[src/rtl/sdram_pkg.sv]
// Shared definitions for the SDRAM port arbiter: FSM encoding, SDRAM geometry
// defaults and a constant log2 helper used to size slot indices.
package sdram_pkg;

  localparam int unsigned SD_BW = 2;
  localparam int unsigned SD_RW = 13;
  localparam int unsigned SD_CW = 9;
  localparam int unsigned SD_AW = SD_BW + SD_RW + SD_CW;
  localparam int unsigned SD_BL = 8;

  typedef enum logic [1:0] {
    ST_IDLE = 2'd0,
    ST_WR   = 2'd1,
    ST_RD   = 2'd2
  } arb_state_e;

  // Ceiling log2, never less than 1 so single-entry indices stay legal.
  function automatic int unsigned clog2(input int unsigned n);
    int unsigned r;
    r = 0;
    for (int unsigned i = 0; i < 32; i++) begin
      if ((64'd1 << i) < 64'(n)) r = i + 1;
    end
    return (r == 0) ? 1 : r;
  endfunction

endpackage

[src/rtl/sdram_port_arbiter_if.sv]
// Command bus between the port arbiter (master) and sdram_ctrl (slave).
//  sd_wr/sd_rd       : burst command, held for the whole burst
//  sd_baddr/raddr/caddr : bank/row/column of the current burst
//  sd_wdone/sd_rdone : one-cycle burst-finished pulses from the controller
interface sdram_port_arbiter_if
  import sdram_pkg::*;
#(
  parameter int unsigned BW = SD_BW,
  parameter int unsigned RW = SD_RW,
  parameter int unsigned CW = SD_CW
);

  logic          sd_wr;
  logic          sd_rd;
  logic [BW-1:0] sd_baddr;
  logic [RW-1:0] sd_raddr;
  logic [CW-1:0] sd_caddr;
  logic          sd_wdone;
  logic          sd_rdone;

  modport master (
    output sd_wr, sd_rd, sd_baddr, sd_raddr, sd_caddr,
    input  sd_wdone, sd_rdone
  );

  modport slave (
    input  sd_wr, sd_rd, sd_baddr, sd_raddr, sd_caddr,
    output sd_wdone, sd_rdone
  );

endinterface

[src/rtl/rr_arbiter.sv]
// Round-robin arbiter over N requestors.
//  req       : request vector
//  advance   : move the rotating pointer past the current winner
//  gnt_c     : one-hot grant (combinational)
//  gnt_idx_c : index of the granted requestor (combinational)
//  gnt_vld_c : any request granted (combinational)
module rr_arbiter
  import sdram_pkg::*;
#(
  parameter int unsigned N = 4,
  localparam int unsigned IW = clog2(N)
) (
  input  logic          clk,
  input  logic          rst,
  input  logic [N-1:0]  req,
  input  logic          advance,
  output logic [N-1:0]  gnt_c,
  output logic [IW-1:0] gnt_idx_c,
  output logic          gnt_vld_c
);

  logic [IW-1:0] ptr_q, ptr_d;

  // First request at or after the pointer, searching cyclically.
  always_comb begin
    int unsigned   slot;
    logic [IW-1:0] slot_idx;
    gnt_c     = '0;
    gnt_idx_c = '0;
    gnt_vld_c = 1'b0;
    slot      = 0;
    slot_idx  = '0;
    for (int unsigned k = 0; k < N; k++) begin
      slot = 32'(ptr_q) + k;
      if (slot >= N) slot = slot - N;
      slot_idx = IW'(slot);
      if (!gnt_vld_c && req[slot_idx]) begin
        gnt_vld_c       = 1'b1;
        gnt_idx_c       = slot_idx;
        gnt_c[slot_idx] = 1'b1;
      end
    end
  end

  // Pointer lands just past the winner so it has lowest priority next time.
  always_comb begin
    ptr_d = ptr_q;
    if (advance && gnt_vld_c) begin
      ptr_d = (gnt_idx_c == IW'(N - 1)) ? '0 : gnt_idx_c + IW'(1);
    end
  end

  always_ff @(posedge clk or posedge rst) begin
    if (rst) ptr_q <= '0;
    else     ptr_q <= ptr_d;
  end

endmodule

[src/rtl/sdram_port_arbiter.sv]
// Multi-channel front end for sdram_ctrl. NCH write and NCH read channels each
// own a wrap-around address window; one eligible channel is granted per burst
// by round-robin (slots 0..NCH-1 write, NCH..2NCH-1 read).
//  clk_100m, rst       : clock, async active-high reset
//  wr_level/rd_level   : per-channel FIFO used words
//  wr_base/rd_base     : per-channel window start
//  wr_max/rd_max       : per-channel window end (exclusive)
//  wr_load/rd_load     : per-channel pointer reload, also arms the channel
//  bus                 : SDRAM command bus (master side)
//  wr_sel/rd_sel       : one-hot owner of the current burst (FIFO steering)
//  busy                : FSM not idle
module sdram_port_arbiter
  import sdram_pkg::*;
#(
  parameter int unsigned NCH       = 2,
  parameter int unsigned AW        = SD_AW,
  parameter int unsigned BW        = SD_BW,
  parameter int unsigned RW        = SD_RW,
  parameter int unsigned CW        = SD_CW,
  parameter int unsigned BL        = SD_BL,
  parameter int unsigned LVL_W     = 8,
  parameter int unsigned RD_THRESH = 128
) (
  input  logic                 clk_100m,
  input  logic                 rst,
  input  logic [NCH*LVL_W-1:0] wr_level,
  input  logic [NCH*AW-1:0]    wr_base,
  input  logic [NCH*AW-1:0]    wr_max,
  input  logic [NCH-1:0]       wr_load,
  input  logic [NCH*LVL_W-1:0] rd_level,
  input  logic [NCH*AW-1:0]    rd_base,
  input  logic [NCH*AW-1:0]    rd_max,
  input  logic [NCH-1:0]       rd_load,
  sdram_port_arbiter_if.master bus,
  output logic [NCH-1:0]       wr_sel,
  output logic [NCH-1:0]       rd_sel,
  output logic                 busy
);

  localparam int unsigned NS = 2 * NCH;
  localparam int unsigned IW = clog2(NS);

  arb_state_e     state_q, state_d;
  logic [AW-1:0]  addr_q, addr_d;
  logic [NCH-1:0] wr_sel_q, wr_sel_d;
  logic [NCH-1:0] rd_sel_q, rd_sel_d;
  logic           sd_wr_q, sd_wr_d;
  logic           sd_rd_q, sd_rd_d;
  logic           busy_q, busy_d;

  logic [NCH-1:0] wr_elig, rd_elig;
  logic [AW-1:0]  slot_ptr [NS];
  logic           wr_done, rd_done;

  logic [NS-1:0]  req;
  logic [NS-1:0]  gnt_c;
  logic [IW-1:0]  gnt_idx_c;
  logic           gnt_vld_c;

  // Done pulses only count in the matching burst state.
  assign wr_done = (state_q == ST_WR) && bus.sd_wdone;
  assign rd_done = (state_q == ST_RD) && bus.sd_rdone;

  // Per-channel pointer and armed flag; load wins over the done increment.
  for (genvar i = 0; i < NCH; i++) begin : g_ch
    logic [LVL_W-1:0] wl, rl;
    logic [AW-1:0]    wb, wm, rb, rm;
    logic [AW-1:0]    wptr_q, wptr_d, rptr_q, rptr_d;
    logic             warm_q, warm_d, rarm_q, rarm_d;

    assign wl = wr_level[i*LVL_W +: LVL_W];
    assign rl = rd_level[i*LVL_W +: LVL_W];
    assign wb = wr_base[i*AW +: AW];
    assign wm = wr_max[i*AW +: AW];
    assign rb = rd_base[i*AW +: AW];
    assign rm = rd_max[i*AW +: AW];

    assign wr_elig[i] = warm_q && !wr_load[i] && (32'(wl) >= BL);
    assign rd_elig[i] = rarm_q && !rd_load[i] && (32'(rl) < RD_THRESH);

    assign slot_ptr[i]       = wptr_q;
    assign slot_ptr[NCH + i] = rptr_q;

    always_comb begin
      wptr_d = wptr_q;
      warm_d = warm_q;
      if (wr_load[i]) begin
        wptr_d = wb;
        warm_d = 1'b1;
      end else if (wr_done && wr_sel_q[i]) begin
        wptr_d = (wptr_q == wm - AW'(BL)) ? wb : wptr_q + AW'(BL);
      end
    end

    always_comb begin
      rptr_d = rptr_q;
      rarm_d = rarm_q;
      if (rd_load[i]) begin
        rptr_d = rb;
        rarm_d = 1'b1;
      end else if (rd_done && rd_sel_q[i]) begin
        rptr_d = (rptr_q == rm - AW'(BL)) ? rb : rptr_q + AW'(BL);
      end
    end

    always_ff @(posedge clk_100m or posedge rst) begin
      if (rst) begin
        wptr_q <= '0;
        warm_q <= 1'b0;
        rptr_q <= '0;
        rarm_q <= 1'b0;
      end else begin
        wptr_q <= wptr_d;
        warm_q <= warm_d;
        rptr_q <= rptr_d;
        rarm_q <= rarm_d;
      end
    end
  end

  // Arbitration only happens in IDLE, so the pointer advances once per grant.
  assign req = (state_q == ST_IDLE) ? {rd_elig, wr_elig} : '0;

  rr_arbiter #(.N(NS)) u_rr (
    .clk       (clk_100m),
    .rst       (rst),
    .req       (req),
    .advance   (gnt_vld_c),
    .gnt_c     (gnt_c),
    .gnt_idx_c (gnt_idx_c),
    .gnt_vld_c (gnt_vld_c)
  );

  // Next state and registered command outputs.
  always_comb begin
    state_d  = state_q;
    addr_d   = addr_q;
    wr_sel_d = wr_sel_q;
    rd_sel_d = rd_sel_q;
    case (state_q)
      ST_IDLE: begin
        if (gnt_vld_c) begin
          state_d  = (32'(gnt_idx_c) < NCH) ? ST_WR : ST_RD;
          addr_d   = slot_ptr[gnt_idx_c];
          wr_sel_d = gnt_c[NCH-1:0];
          rd_sel_d = gnt_c[NS-1:NCH];
        end
      end
      ST_WR: begin
        if (bus.sd_wdone) begin
          state_d  = ST_IDLE;
          addr_d   = '0;
          wr_sel_d = '0;
        end
      end
      ST_RD: begin
        if (bus.sd_rdone) begin
          state_d  = ST_IDLE;
          addr_d   = '0;
          rd_sel_d = '0;
        end
      end
      default: begin
        state_d  = ST_IDLE;
        addr_d   = '0;
        wr_sel_d = '0;
        rd_sel_d = '0;
      end
    endcase
    sd_wr_d = (state_d == ST_WR);
    sd_rd_d = (state_d == ST_RD);
    busy_d  = (state_d != ST_IDLE);
  end

  always_ff @(posedge clk_100m or posedge rst) begin
    if (rst) begin
      state_q  <= ST_IDLE;
      addr_q   <= '0;
      wr_sel_q <= '0;
      rd_sel_q <= '0;
      sd_wr_q  <= 1'b0;
      sd_rd_q  <= 1'b0;
      busy_q   <= 1'b0;
    end else begin
      state_q  <= state_d;
      addr_q   <= addr_d;
      wr_sel_q <= wr_sel_d;
      rd_sel_q <= rd_sel_d;
      sd_wr_q  <= sd_wr_d;
      sd_rd_q  <= sd_rd_d;
      busy_q   <= busy_d;
    end
  end

  assign bus.sd_wr    = sd_wr_q;
  assign bus.sd_rd    = sd_rd_q;
  assign bus.sd_baddr = addr_q[AW-1 -: BW];
  assign bus.sd_raddr = addr_q[CW +: RW];
  assign bus.sd_caddr = addr_q[CW-1:0];
  assign wr_sel       = wr_sel_q;
  assign rd_sel       = rd_sel_q;
  assign busy         = busy_q;

endmodule
[src/flat_wrapper.sv]
// flat-port wrapper written by rule: the top's interface ports become plain ports
module sdram_port_arbiter_flat import sdram_pkg::*;
#(
  parameter int unsigned NCH       = 2,
  parameter int unsigned AW        = SD_AW,
  parameter int unsigned BW        = SD_BW,
  parameter int unsigned RW        = SD_RW,
  parameter int unsigned CW        = SD_CW,
  parameter int unsigned BL        = SD_BL,
  parameter int unsigned LVL_W     = 8,
  parameter int unsigned RD_THRESH = 128
)
  (clk_100m, rst, wr_level, wr_base, wr_max, wr_load, rd_level, rd_base, rd_max, rd_load, wr_sel, rd_sel, busy, bus_sd_wr, bus_sd_rd, bus_sd_baddr, bus_sd_raddr, bus_sd_caddr, bus_sd_wdone, bus_sd_rdone);
  sdram_port_arbiter_if #(.BW(BW), .RW(RW), .CW(CW)) bus_i ();
  input  logic clk_100m;
  input  logic rst;
  input  logic [NCH*LVL_W-1:0] wr_level;
  input  logic [NCH*AW-1:0] wr_base;
  input  logic [NCH*AW-1:0] wr_max;
  input  logic [NCH-1:0] wr_load;
  input  logic [NCH*LVL_W-1:0] rd_level;
  input  logic [NCH*AW-1:0] rd_base;
  input  logic [NCH*AW-1:0] rd_max;
  input  logic [NCH-1:0] rd_load;
  output logic [NCH-1:0] wr_sel;
  output logic [NCH-1:0] rd_sel;
  output logic busy;
  output wire logic [$bits(bus_i.sd_wr)-1:0] bus_sd_wr;
  output wire logic [$bits(bus_i.sd_rd)-1:0] bus_sd_rd;
  output wire logic [$bits(bus_i.sd_baddr)-1:0] bus_sd_baddr;
  output wire logic [$bits(bus_i.sd_raddr)-1:0] bus_sd_raddr;
  output wire logic [$bits(bus_i.sd_caddr)-1:0] bus_sd_caddr;
  input wire logic [$bits(bus_i.sd_wdone)-1:0] bus_sd_wdone;
  input wire logic [$bits(bus_i.sd_rdone)-1:0] bus_sd_rdone;
  assign bus_sd_wr = bus_i.sd_wr;
  assign bus_sd_rd = bus_i.sd_rd;
  assign bus_sd_baddr = bus_i.sd_baddr;
  assign bus_sd_raddr = bus_i.sd_raddr;
  assign bus_sd_caddr = bus_i.sd_caddr;
  assign bus_i.sd_wdone = bus_sd_wdone;
  assign bus_i.sd_rdone = bus_sd_rdone;
  sdram_port_arbiter #(.NCH(NCH), .AW(AW), .BW(BW), .RW(RW), .CW(CW), .BL(BL), .LVL_W(LVL_W), .RD_THRESH(RD_THRESH)) u_core (.clk_100m(clk_100m), .rst(rst), .wr_level(wr_level), .wr_base(wr_base), .wr_max(wr_max), .wr_load(wr_load), .rd_level(rd_level), .rd_base(rd_base), .rd_max(rd_max), .rd_load(rd_load), .bus(bus_i), .wr_sel(wr_sel), .rd_sel(rd_sel), .busy(busy));
endmodule
[config.mk]
export PLATFORM = sky130hd
export DESIGN_NAME = sdram_port_arbiter_flat
export DESIGN_NICKNAME = d
export VERILOG_FILES = /design/src/rtl/sdram_pkg.sv /design/src/rtl/sdram_port_arbiter_if.sv /design/src/rtl/rr_arbiter.sv /design/src/rtl/sdram_port_arbiter.sv /design/src/flat_wrapper.sv
export SDC_FILE = /design/constraint.sdc
export NUM_CORES = 1
export LEC_CHECK = 0
export ABC_CLOCK_PERIOD_IN_PS = 7400
export CAP_MARGIN = 0
export CORE_ASPECT_RATIO = 0.7
export CORE_UTILIZATION = 36
export DETAILED_ROUTE_END_ITERATION = 7
export GPL_TIMING_DRIVEN = 0
export PLACE_DENSITY = 0.7
export SLEW_MARGIN = 10
export SYNTH_ARGS = -nofsm -noshare
export SYNTH_HDL_FRONTEND = slang
export SYNTH_SLANG_ARGS = --single-unit
[constraint.sdc]
create_clock -name clk_100m -period 7.4 [get_ports clk_100m]
set_input_delay 2.22 -clock clk_100m [delete_from_list [all_inputs] [get_ports clk_100m]]
set_output_delay 2.22 -clock clk_100m [all_outputs]
set_load 0.1 [all_outputs]
Word-level counts from Yosys, hierarchy flattened. Cells that the tools add are included.

Register bits after elaboration: 135. Input bits: 232. Output and inout port bits: 31. Logic and storage cells: 169.

$add $sub $neg: 16. $lt $le $gt $ge: 18. Equal/unequal tests: 12. Muxes and demuxes: 64. Bitwise gates (word level): 6. Reductions and logical operators: 37.

Operators by type and width (number): $mux 24 (17); $add 24x4->24 const B (4); $eq 24x24->1 (4); $sub 24x4->24 const B (4); $pmux 24 s3 (1); $bmux 24 s2 (1); $mux 2 (17); $logic_and 1x1->1 (21); $mux 4 (5); $pmux 2 s3 (3); $ge 8x4->1 const B (2); $lt 8x8->1 const B (2); $ge 3x3->1 const B (4); $lt 2x3->1 const B (4); $mux 1 (12); $or 4x4->4 (3); $reduce_bool 2->1 (5); $reduce_and 3->1 (3); $bmux 1 s2 (4); $demux 1 s2 (4); $ge 2x1->1 const B (4); $sub 2x1->2 const B (4); $logic_not 1->1 (7); $add 2x2->3 const B (2); other kinds (11) (16).

Logic depth before layout (Yosys ltp).
Depth after elaboration: 22. Depth in mapped cells: 13. Gate-level depth less buffers: 10.

Hierarchy. From an unflattened synthesis, not the netlist that was laid out.

Cells, all modules: 1384. Area, all modules: 11916.4 sq um.

Modules (own cells, without submodules): sdram_port_arbiter (instances 1, cells each 1328, area an instance 11375.9 sq um, seq. area each 3328.2 sq um); rr_arbiter (instances 1, cells each 56, area an instance 540.5 sq um, seq. area each 50.0 sq um).

Least setup slack after synthesis. No wires, ideal clock.

Kind: input-to-reg. Start point: input port rd_max[7]. End point: register u_core.g_ch[0].rptr_q[0]. Arrival: 5247 ps. Data required time: 7275 ps. Path slack: 2028 ps. Stages on the path: 12. Cells stage by stage: buf_6 or4_4 buf_6 or3_4 buf_6 nor4_4 mux2_4 nand4_4 or4_1 buf_2 a21oi_4 mux2_4.

Longest elaborated chain between the ends: 5.

RTL lines: from (decl) (RTL line flat_wrapper.sv:23) `input logic [NCH*AW-1:0] rd_max;`; $sub 24x4->24 (RTL line sdram_port_arbiter.sv:102) `rptr_d = (rptr_q == rm - AW'(BL)) ? rb : rptr_q + AW'(BL);`; $eq 24x24->1 (RTL line sdram_port_arbiter.sv:102); $mux 24 (RTL line sdram_port_arbiter.sv:102); $mux 24 (RTL line sdram_port_arbiter.sv:101) `end else if (rd_done && rd_sel_q[i]) begin`; $mux 24 (RTL line sdram_port_arbiter.sv:98) `if (rd_load[i]) begin`; to (signal assigned) (RTL line sdram_port_arbiter.sv:115) `rptr_q <= rptr_d;`; to (decl) (RTL line sdram_port_arbiter.sv:68) `logic [AW-1:0] wptr_q, wptr_d, rptr_q, rptr_d;`.

No other way between the ends. The select of a mux whose other input is x is not followed. A chain may end at the register's enable or synchronous reset.

Worst setup path in the final report.
Start point: input port wr_load[0]. End point: register u_core.addr_q[15].

Longest elaborated chain between the ends: 22.

RTL lines: from (decl) (RTL line flat_wrapper.sv:20) `input logic [NCH-1:0] wr_load;`; $logic_not 1->1 (*) (RTL line sdram_port_arbiter.sv:78) `assign wr_elig[i] = warm_q && !wr_load[i] && (32'(wl) >= BL);`; $logic_and 1x1->1 (*) (2 in series) (RTL line sdram_port_arbiter.sv:78); $mux 4 (*) (RTL line sdram_port_arbiter.sv:122) `assign req = (state_q == ST_IDLE) ? {rd_elig, wr_elig} : '0;`; $bmux 1 s2 (RTL line rr_arbiter.sv:37) `if (!gnt_vld_c && req[slot_idx]) begin`; $mux 1 (implied by the code) (RTL line rr_arbiter.sv:37); $mux 1 (RTL line rr_arbiter.sv:37); $logic_not 1->1 (RTL line rr_arbiter.sv:37); $logic_and 1x1->1 (RTL line rr_arbiter.sv:37); (+4 left out); $logic_not 1->1 (RTL line rr_arbiter.sv:37); $logic_and 1x1->1 (RTL line rr_arbiter.sv:37); $mux 2 (RTL line rr_arbiter.sv:37); $not 2->3 (implied by the code) (RTL line sdram_port_arbiter.sv:144) `addr_d = slot_ptr[gnt_idx_c];`; $bmux 24 s2 (RTL line sdram_port_arbiter.sv:144); $mux 24 (implied by the code) (2 in series) (RTL line sdram_port_arbiter.sv:144); $mux 24 (RTL line sdram_port_arbiter.sv:142) `if (gnt_vld_c) begin`; $pmux 24 s3 (RTL line sdram_port_arbiter.sv:140) `case (state_q)`; to (signal assigned) (RTL line sdram_port_arbiter.sv:186) `addr_q <= addr_d;`; to (decl) (RTL line sdram_port_arbiter.sv:44) `logic [AW-1:0] addr_q, addr_d;`.

Mark *: on every way between the ends. The rest lies on a longest branch, timed or not. The select of a mux whose other input is x is not followed.

==> results.md <==
- Largest net degree at the start of global routing: 108
- CP Class: in2reg
- Synth area leaders: dfrtp_1 27%, xnor2_1 4.6%, o21ai_0 3.7%, mux2i_1 3.5%, mux2_2 3.4%
- Worst setup SP type: input port
- Max-slew violations: 0
- H-tree depth: 4
- Routed vias/inst: 6.11
- Initial antenna violation count: 5
- Wirelength, routed: 48,200 um
- Starting Density: 36.6%
- Post-Route Skew: 0.0117 ns
- Drt first pass iters: 8
- Clock buffer depth: 2
- Critical Path Sink Type: register
- Worst hold path stage count: 1
- Synth Flop Type: dfrtp_1
- Layout area overhead: 28.5%
- GRT Residual Overflow: 0
- Hold worst-path end: u_core.g_ch[1].warm_q
- VDD IR-drop max: 0.227 mV
- Final setup viols: 0
- Port bufs: 231
- Final period util: 86.6%
- RR Endpoint: u_core.addr_q[15]
- HP Start: u_core.g_ch[1].warm_q
- Filler cells: 3,253
- Crit path time final: 6.41 ns
- Die Span X: 223 um
- Post-route setup TNS: 0 ns
- Antenna-violating nets left: 0
- Root buffer cell: clkbuf_16
- Gr usage total: 27.0%
- Die Ht: 157 um
- Count leader, synth: dfrtp_1
- Maximum clock frequency: 0.156 GHz
- Req. time, crit path: 7.69 ns
- Crit path max fanout: 10
- Yosys reg bits: 135
- Status: complete, no violations
- Post-synth EDFFs: 0
- R2R Setup Slk: 2.77 ns
- Share of layout cells above drive strength 1: 7.89%
- Async SR Flop Fraction: 100%
- Post-CTS Repair Setup Buffers: 0
- FP Rows: 56
- Die footprint: 34,900 um^2
- Multi-input gate area: 8170 um^2
- DRC: 0
- Synth cell types: 90
- Synth warnings: 0
- Arrival time at the worst endpoint: 6.70 ns
- Top cell type by total area after synthesis: dfrtp_1
- DR vias: 13,500
- Core Area: 33,600 um^2
- Post-synthesis cell area: 12,300 um^2
- Post-CTS Resized: 0
- Mapped Cells: 1,511
- Skew-Pair Late Insertion Delay: 0.44 ns
- Most instantiated cells after synthesis: 135 x dfrtp_1, 101 x nor2_1, 95 x nand2_1
- Leak Pwr: 0.00600 uW
- R2r startpoint: u_core.state_q[0]
- Max_slew headroom: 22.1%
- Final Wtd Congestion: 0.968
- Dpl hpwl: 37,700 um
- Num CTS Buffers: 17
- I/O pins: 263
- Worst-path clk slew: 0.06 ns
- Worst r2r path cells: 11
- RSZ-0062 raised after global routing: no
- CTS Hold Bufs: 0
- Clock sinks: 135
- Top cell type's share of synthesized area: 27.5%
- Hold Crit Class: reg2reg
- Vias in the first global route: 12,200
- Pwr Density: 310 nW/um^2
- Final hold vios: 0
- Max cap viols: 0
- Register area share after synthesis: 27.5%
- Global-route wire length before repair: 72,600 um
- Hold Slack: 0.478 ns
- Worst-margin pin slew: 1.17 ns
- Final #Nets: 2,010
- Reg area: 3380 um^2
- Post-synth net total: 1,759
- Avg WL per Cell: 21.8 um
- Mean post-synth cell area: 8.13 um^2
- CTS tree: yes
- First DRT Iteration DRCs: 1,855
-- state kept, by name, indices dropped and copies added, names as in the netlist --
name                flops
u_core.busy             1
u_core.state_q          2
u_core.g_ch.wptr_q     48
u_core.g_ch.rarm_q      2
u_core.bus.sd_rd        1
u_core.g_ch.warm_q      2
u_core.wr_sel           2
u_core.addr_q          24
u_core.g_ch.rptr_q     48
u_core.bus.sd_wr        1
u_core.rd_sel           2
u_core.u_rr.ptr_q       2
-- how the worst max path moves through the flow --
stage,startpoint,to,slack [ns]
detailed placement,wr_load[0],u_core.addr_q[15],0.68
global placement,rst,u_core.g_ch[0].wptr_q[1],-0.70
floorplan,rst,u_core.addr_q[0],1.57
finish,wr_load[0],u_core.addr_q[15],0.99
global route,wr_load[0],u_core.addr_q[15],0.87
CTS,wr_load[0],u_core.addr_q[15],1.13
-- per-stage QoR --
stage          worst slack [ns]  utilization (%)  total power, uW  cell area [um^2]  std cells
3_3_place_gp             -0.696             45.1             3930             15100       2177
3_5_place_dp              0.683             45.2             3980             15200       2178
6_report                  0.994             47.0             4900             15800       2212
2_1_floorplan              1.57                -             3080             12300       1511
5_1_grt                   0.869             47.0             5110             15800       2211
4_1_cts                    1.13             47.0             4870             15800       2210
-- layer usage --
| layer | routed length [um] | track usage, % | part of all wire (%) |
|---|---|---|---|
| met4 | 907 | 7.29 | 1.9 |
| met1 | 23000 | 40.6 | 48 |
| met5 | 27 | 0 | 0.056 |
| met2 | 19800 | 38.4 | 41 |
| met3 | 4470 | 5.44 | 9.3 |
-- cell usage in the layout (no fill, tap or decap), types with 56 or more instances in the layout --
cell	synthesis	routed
nand2_1	95	95
nor3_1	56	56
clkdlybuf4s50_1	0	231
dfrtp_1	135	135
clkbuf_1	84	84
xnor2_1	64	64
inv_1	66	65
nor2_1	101	101
nand3_1	57	57
o21ai_0	92	92
-- power breakdown --
group	total (uW)	switching [uW]	internal, uW
registers	1170	244	931
logic	2840	1840	999
clock network	884	366	517
-- worst max-delay path: stages --
cell and delay (ns):
clkdlybuf4s50_1 0.53, nor4b_1 0.68, o21ai_0 0.42, and4_1 0.29, clkbuf_1 0.17, or2_2 0.31, o311ai_2 0.93, buf_2 0.46
mux2_2 0.41, a22oi_1 0.14, o21ai_0 0.10
-- cells by family (layout without fill, tap and decap cells) --
family	Yosys count	count (layout)	share of synthesized area [%]
other	0	2	0
buffers and inverters	178	442	6.02
flip-flops	135	135	27.5
AND/OR/NAND/NOR	622	622	28.5
XOR/XNOR	108	108	7.70
AO/OA/AOI/OAI	365	365	21.0
multiplexers	87	87	7.66
adder cells (fa/ha/maj)	16	16	1.63
-- final cells by class --
type                            count  share of cell area [%]
Buffer                            112                    3.12
Timing Repair Buffer              232                    14.8
Sequential cell                   135                    21.4
Antenna cell                        2                  0.0317
Inverter                           66                    1.62
Multi-Input combinational cell   1198                    51.8
Tap cell                          435                    3.45
Clock inverter                     13                   0.928
Clock buffer                       19                    2.87
No activity file was read; power rests on OpenSTA's default activity.
